$ cat src/rtl/register_file_sb_pkg.sv
// regfile_pkg: shared constants and helpers for the scoreboarded register file.
//   REG_N     default data width
//   REG_RN    default address width (2**REG_RN registers)
//   ZERO_REG  index of the hardwired-zero register
//   popcount  counts set bits of a busy vector (zero-extended to POP_MAX bits)
package regfile_pkg;

  localparam int REG_N  = 32;
  localparam int REG_RN = 5;

  localparam int unsigned ZERO_REG = 0;

  // Widest busy vector popcount accepts; supports RN up to 10.
  localparam int POP_MAX = 1024;

  function automatic int unsigned popcount(input logic [POP_MAX-1:0] v);
    int unsigned c;
    c = 0;
    for (int i = 0; i < POP_MAX; i++) begin
      c = c + {31'b0, v[i]};
    end
    return c;
  endfunction

endpackage

$ cat src/rtl/register_file_sb_if.sv
// register_file_sb_if: bus between the pipeline and the register file.
//   master (pipeline): drives regWrite/A3/WD (writeback), resv/resvAddr (issue),
//                      RA (decode); receives RD, RBusy, busyCount.
//   slave  (register file): the opposite directions.
interface register_file_sb_if
  import regfile_pkg::*;
#(
  parameter int N   = REG_N,
  parameter int RN  = REG_RN,
  parameter int NRP = 2
);

  logic              regWrite;
  logic [RN-1:0]     A3;
  logic [N-1:0]      WD;
  logic              resv;
  logic [RN-1:0]     resvAddr;
  logic [NRP*RN-1:0] RA;
  logic [NRP*N-1:0]  RD;
  logic [NRP-1:0]    RBusy;
  logic [RN:0]       busyCount;

  modport master (
    output regWrite, A3, WD, resv, resvAddr, RA,
    input  RD, RBusy, busyCount
  );

  modport slave (
    input  regWrite, A3, WD, resv, resvAddr, RA,
    output RD, RBusy, busyCount
  );

endinterface

$ cat src/rtl/register_file_sb_scoreboard.sv
// regfile_scoreboard: per-register busy bits and registered busy count.
//   clk, rst    clock and asynchronous active-high reset
//   wr_en       writeback to a nonzero register this cycle (releases wr_addr)
//   wr_addr     writeback destination
//   resv        reserve request from issue
//   resv_addr   register to mark busy
//   busy        current busy vector (bit 0 always 0)
//   busy_count  number of busy registers, updated with the busy bits
module regfile_scoreboard
  import regfile_pkg::*;
#(
  parameter int RN = REG_RN
) (
  input  logic                 clk,
  input  logic                 rst,
  input  logic                 wr_en,
  input  logic [RN-1:0]        wr_addr,
  input  logic                 resv,
  input  logic [RN-1:0]        resv_addr,
  output logic [(1<<RN)-1:0]   busy,
  output logic [RN:0]          busy_count
);

  localparam int NREG = 1 << RN;

  logic [NREG-1:0] busy_q, busy_d;
  logic [RN:0]     busy_count_q, busy_count_d;

  always_comb begin
    busy_d = busy_q;
    if (wr_en) begin
      busy_d[wr_addr] = 1'b0;
    end
    // Reserve is applied after release so a same-edge new producer wins.
    if (resv && (resv_addr != RN'(ZERO_REG))) begin
      busy_d[resv_addr] = 1'b1;
    end
    busy_d[ZERO_REG] = 1'b0;
    busy_count_d = (RN+1)'(popcount(POP_MAX'(busy_d)));
  end

  always_ff @(posedge clk or posedge rst) begin
    if (rst) begin
      busy_q       <= '0;
      busy_count_q <= '0;
    end else begin
      busy_q       <= busy_d;
      busy_count_q <= busy_count_d;
    end
  end

  assign busy       = busy_q;
  assign busy_count = busy_count_q;

endmodule

$ cat src/rtl/register_file_sb.sv
// register_file_sb: 2**RN x N register file with NRP combinational read ports,
// one write port, optional write-to-read bypass and a busy scoreboard.
//   clk, rst  clock and asynchronous active-high reset (clears data and busy)
//   bus       slave side of register_file_sb_if:
//             regWrite/A3/WD  write port (register 0 ignored)
//             resv/resvAddr   reserve destination (register 0 ignored)
//             RA/RD/RBusy     packed read ports, lane i at [i*RN +: RN] / [i*N +: N] / [i]
//             busyCount       registered number of busy registers
module register_file_sb
  import regfile_pkg::*;
#(
  parameter int N      = REG_N,
  parameter int RN     = REG_RN,
  parameter int NRP    = 2,
  parameter int BYPASS = 1
) (
  input  logic                 clk,
  input  logic                 rst,
  register_file_sb_if.slave    bus
);

  localparam int NREG = 1 << RN;

  logic [N-1:0]    regs_q [NREG];
  logic [N-1:0]    regs_d [NREG];
  logic [NREG-1:0] busy;
  logic            wr_en;
  logic            resv_hits_wr;

  assign wr_en        = bus.regWrite && (bus.A3 != RN'(ZERO_REG));
  assign resv_hits_wr = bus.resv && (bus.resvAddr == bus.A3);

  always_comb begin
    regs_d = regs_q;
    if (wr_en) begin
      regs_d[bus.A3] = bus.WD;
    end
    regs_d[ZERO_REG] = '0;
  end

  always_ff @(posedge clk or posedge rst) begin
    if (rst) begin
      for (int i = 0; i < NREG; i++) begin
        regs_q[i] <= '0;
      end
    end else begin
      regs_q <= regs_d;
    end
  end

  regfile_scoreboard #(
    .RN(RN)
  ) u_scoreboard (
    .clk        (clk),
    .rst        (rst),
    .wr_en      (wr_en),
    .wr_addr    (bus.A3),
    .resv       (bus.resv),
    .resv_addr  (bus.resvAddr),
    .busy       (busy),
    .busy_count (bus.busyCount)
  );

  for (genvar p = 0; p < NRP; p++) begin : g_rd
    logic [RN-1:0] ra;
    logic [N-1:0]  rd;
    logic          rb;

    assign ra = bus.RA[p*RN +: RN];

    always_comb begin
      rd = regs_q[ra];
      rb = busy[ra];
      // Gate on rst so a bypassed write cannot leak through while in reset.
      if (rst || (ra == RN'(ZERO_REG))) begin
        rd = '0;
        rb = 1'b0;
      end else if ((BYPASS != 0) && wr_en && (ra == bus.A3)) begin
        rd = bus.WD;
        // A same-cycle reserve of this register shows the current bit, no look-ahead.
        if (!resv_hits_wr) begin
          rb = 1'b0;
        end
      end
    end

    assign bus.RD[p*N +: N] = rd;
    assign bus.RBusy[p]     = rb;
  end

endmodule

$ cat src/flat_wrapper.sv
// flat-port wrapper written by rule: the top's interface ports become plain ports
module register_file_sb_flat import regfile_pkg::*;
#(
  parameter int N      = REG_N,
  parameter int RN     = REG_RN,
  parameter int NRP    = 2,
  parameter int BYPASS = 1
)
  (clk, rst, bus_regWrite, bus_A3, bus_WD, bus_resv, bus_resvAddr, bus_RA, bus_RD, bus_RBusy, bus_busyCount);
  register_file_sb_if #(.N(N), .RN(RN), .NRP(NRP)) bus_i ();
  input  logic clk;
  input  logic rst;
  input wire logic [$bits(bus_i.regWrite)-1:0] bus_regWrite;
  input wire logic [$bits(bus_i.A3)-1:0] bus_A3;
  input wire logic [$bits(bus_i.WD)-1:0] bus_WD;
  input wire logic [$bits(bus_i.resv)-1:0] bus_resv;
  input wire logic [$bits(bus_i.resvAddr)-1:0] bus_resvAddr;
  input wire logic [$bits(bus_i.RA)-1:0] bus_RA;
  output wire logic [$bits(bus_i.RD)-1:0] bus_RD;
  output wire logic [$bits(bus_i.RBusy)-1:0] bus_RBusy;
  output wire logic [$bits(bus_i.busyCount)-1:0] bus_busyCount;
  assign bus_i.regWrite = bus_regWrite;
  assign bus_i.A3 = bus_A3;
  assign bus_i.WD = bus_WD;
  assign bus_i.resv = bus_resv;
  assign bus_i.resvAddr = bus_resvAddr;
  assign bus_i.RA = bus_RA;
  assign bus_RD = bus_i.RD;
  assign bus_RBusy = bus_i.RBusy;
  assign bus_busyCount = bus_i.busyCount;
  register_file_sb #(.N(N), .RN(RN), .NRP(NRP), .BYPASS(BYPASS)) u_core (.clk(clk), .rst(rst), .bus(bus_i));
endmodule
$ cat config.mk
export PLATFORM = sky130hd
export DESIGN_NAME = register_file_sb_flat
export DESIGN_NICKNAME = d
export VERILOG_FILES = /design/src/rtl/register_file_sb_pkg.sv /design/src/rtl/register_file_sb_if.sv /design/src/rtl/register_file_sb_scoreboard.sv /design/src/rtl/register_file_sb.sv /design/src/flat_wrapper.sv
export SDC_FILE = /design/constraint.sdc
export NUM_CORES = 2
export LEC_CHECK = 0
export ABC_AREA = 1
export CORE_AREA = 2 2 523 525
export CTS_CLUSTER_DIAMETER = 200
export CTS_CLUSTER_SIZE = 28
export DETAILED_ROUTE_END_ITERATION = 10
export DIE_AREA = 0 0 525 527
export HOLD_SLACK_MARGIN = 0.06
export PLACE_DENSITY = 0.34
export SLEW_MARGIN = 20
export SYNTH_ARGS = -nofsm -noshare
export SYNTH_HDL_FRONTEND = slang
export SYNTH_SLANG_ARGS = --single-unit
$ cat constraint.sdc
create_clock -name clk -period 53.8 [get_ports clk]
set_input_delay 10.76 -clock clk [delete_from_list [all_inputs] [get_ports clk]]
set_output_delay 10.76 -clock clk [all_outputs]
set_load 0.1 [all_outputs]
==> reports/results.ini <==
[logic_synthesis]
syn-instance-count = 9212
async_flop_share = 1.00
syn_nets = 9298
yosysUniqueCellTypes = 41
yosys_register_bits = 1029
synth_top_area_share = 0.414
synth_top_cell_by_area = dfrtp_1
yosysWarnings = 0
syn_area_sq_um = 62100
ys.flop_type = dfrtp_1
postSynthAreaPerCell_sq_um = 6.75
synth_most_common_cell = nand2_1
ys_top_cells_by_area = dfrtp_1, nand2_1, nand3_1, o21ai_0, inv_1
yosys-top-cells-count = nand2_1, nand3_1, dfrtp_1, inv_1, o21ai_0
synth-edff-count = 0
synth-seq-area-share = 0.414

[final_layout]
final_area_sq_um = 66900
drive_gt1_frac = 0.0431
nNetsFinal = 8875
syn2layout_area_growth_pct = 7.69

[global_route]
grt_pass1_vias = 59400
grt-ovfl-total = 0
grt_pass1_wl_microns = 470000
grt_max_degree = 142
grt_use_total = 0.233
antenna_found_initial = 11

[route]
drc = 0
first_iter_violations = 6250
dr.pass1.iters = 6
wirelength_microns = 329000
vias = 61000
wl_per_cell_microns = 26.5
antenna_left = 0
viasPerCell = 4.93

[pwr]
p_int_mw = 1.42
total_power_mw = 2.42
power_leakage_nw = 31.1
ir_drop_mv = 0.0867
netSwitchingFraction = 0.412
cellPowerDensity_nw_per_um2 = 36.1
clockPowerShare = 0.184
power_frac_seq = 0.428
switchingPower_uw = 995
p_comb_frac = 0.388

[critical_path]
cp_top_family = buffers and inverters
critPathMaxStageDelay_ns = 1.17
worst-path-buf-inv = 6
critPathMaxFanout = 55
crit_required_ns = 43.04
critPathArrivalTime_ns = 16.04
endpoint_kind = output pin
crit_type = in2out
cp_slowest_cell = clkdlybuf4s50_1
crit_path_start_kind = primary input
worstPathCellList = buf_8, buf_4, buf_4, buf_4, buf_4, or2_2, nand3_1, nand3_1, nand3_1, nand3_1, nand2_1, a21oi_1, clkdlybuf4s50_1

[timing]
hold_viol = 0
tns_ns = 0
setup_viol = 0
period_share = 0.498
slew_headroom = 0.204
fin_crit_ns = 26.80
slew_violations = 0
rsz0062_at_grt = no
clock_skew_ns = 0.00271
clock.fmax_mhz = 37.3
worst_slew_pin_slew_ns = 1.19

[clocking]
clkTransAtPathRegs_ns = 0.12
cts_root_buf = clkbuf_16
cts_resized = 0
holdBufCountCts = 0
insertion_delay_ns = 0.73
cts_num_sinks = 1029
htreeDepth = 2
post_cts_buffers = 0
cts_tree = built
cts_buffers = 42
clockBufferDepth = 3

[placement]
dpl.hpwl_microns = 187000
port_buffers = 127
gp_congestion = 0.823
post_dp_cell_area_sq_um = 65700

[die]
initial_core_util = 0.229
dieArea_sq_um = 277000
die_h_microns = 527
fp-row-count = 192
core_sq_um = 272000
io_pins = 128
fp.dieW_microns = 525

[hold_path]
hold_path.class = reg2reg

[job]
drv_cap = 0

[outcome]
outcome = completed

state kept, by name, indices dropped and copies added (netlist names):
name                            count
u_core.u_scoreboard.busy_count      6
u_core.regs_q                     992
u_core.u_scoreboard.busy           31
area by class of cell:
cell class | count | area [sq um]
diodes | 6 | 15.0
fillers | 30100 | 205000
well taps | 3589 | 4490
flip-flops and latches | 1029 | 25700
clock inverters | 1 | 8.76
multi-input cells | 6448 | 29200
repair buffers | 293 | 2640
inverters | 975 | 3730
clock buffers | 45 | 1130
worst register-to-register path: stages (launching register included):
cell and delay, ns:
dfrtp_1 0.41, inv_1 0.05, o22ai_1 0.17, inv_1 0.09
fa_1 0.54, inv_1 0.10, fa_1 0.53, fa_1 0.53
fa_1 0.55, inv_1 0.06, fa_1 0.50, fa_1 0.55
inv_1 0.05, fa_1 0.39, inv_1 0.10, nor2_1 0.05
a211oi_1 0.27, nor2_1 0.08, o21a_1 0.17
per-layer routing:
metal  share of wire  GRT usage
met1            0.45      0.313
met2            0.47      0.398
met3           0.048     0.0203
met4           0.032     0.0648
met5        0.000064          0
through the flow:
step                      utilization  std cells  setup WS, ns  hold slack [ns]
after floorplan                     -       9212          6.04            0.453
after global placement          0.242      12300         27.12            0.468
after detailed placement        0.242      12300         27.10            0.473
after CTS                       0.246      12400         27.10            0.504
after global routing            0.246      12400         26.84            0.519
final                           0.246      12400         27.00            0.499
logic make-up (layout without fill, tap and decap cells):
logic type               after synthesis  in the layout  share of synthesized area
XOR/XNOR                              11             11                    0.00155
buffers and inverters               1735           1314                      0.119
adder cells (fa/ha/maj)               30             30                    0.00882
AO/OA/AOI/OAI                       1284           1284                      0.105
AND/OR/NAND/NOR                     5123           5123                      0.351
other                                  0              6                          0
flip-flops                          1029           1029                      0.414
power groups by stage:
stage          Clock (mW)  Sequential (mW)  Combinational [mW]
2_1_floorplan           0             1.05               0.682
3_3_place_gp            0             1.05               0.939
3_5_place_dp            0             1.05               0.945
4_1_cts             0.466             1.03               0.949
5_1_grt             0.484             1.05                1.08
6_report            0.444             1.03               0.938
layout by cell type (no fill, tap or decap), types with 13 or more instances in the layout:
cell,netlist,routed
a21oi_1,269,269
buf_4,52,162
clkbuf_16,0,45
clkdlybuf4s50_1,0,117
dfrtp_1,1029,1029
fa_1,23,23
inv_1,952,948
inv_2,18,13
nand2_1,3028,3028
nand2_2,17,16
nand3_1,1707,1704
nor2_1,269,257
nor2_4,10,27
nor3_1,20,20
o21ai_0,854,854
o21ai_1,117,117
o21ai_2,17,17
o22ai_1,22,22
or2_2,48,48
final timing paths:
check	start	end	slack, ns	cells past startpoint
max in group asynchronous	rst	u_core.regs_q[132]	39.09	7
min	u_core.regs_q[724]	u_core.regs_q[724]	0.50	2
min in group asynchronous	rst	u_core.regs_q[527]	10.42	2
max	bus_RA[0]	bus_RD[3]	27.00	13
min reg2reg	u_core.regs_q[724]	u_core.regs_q[724]	0.50	2
max reg2reg	u_core.u_scoreboard.busy[2]	u_core.u_scoreboard.busy_count[5]	48.52	18
No activity file was read; power rests on OpenSTA's default activity.
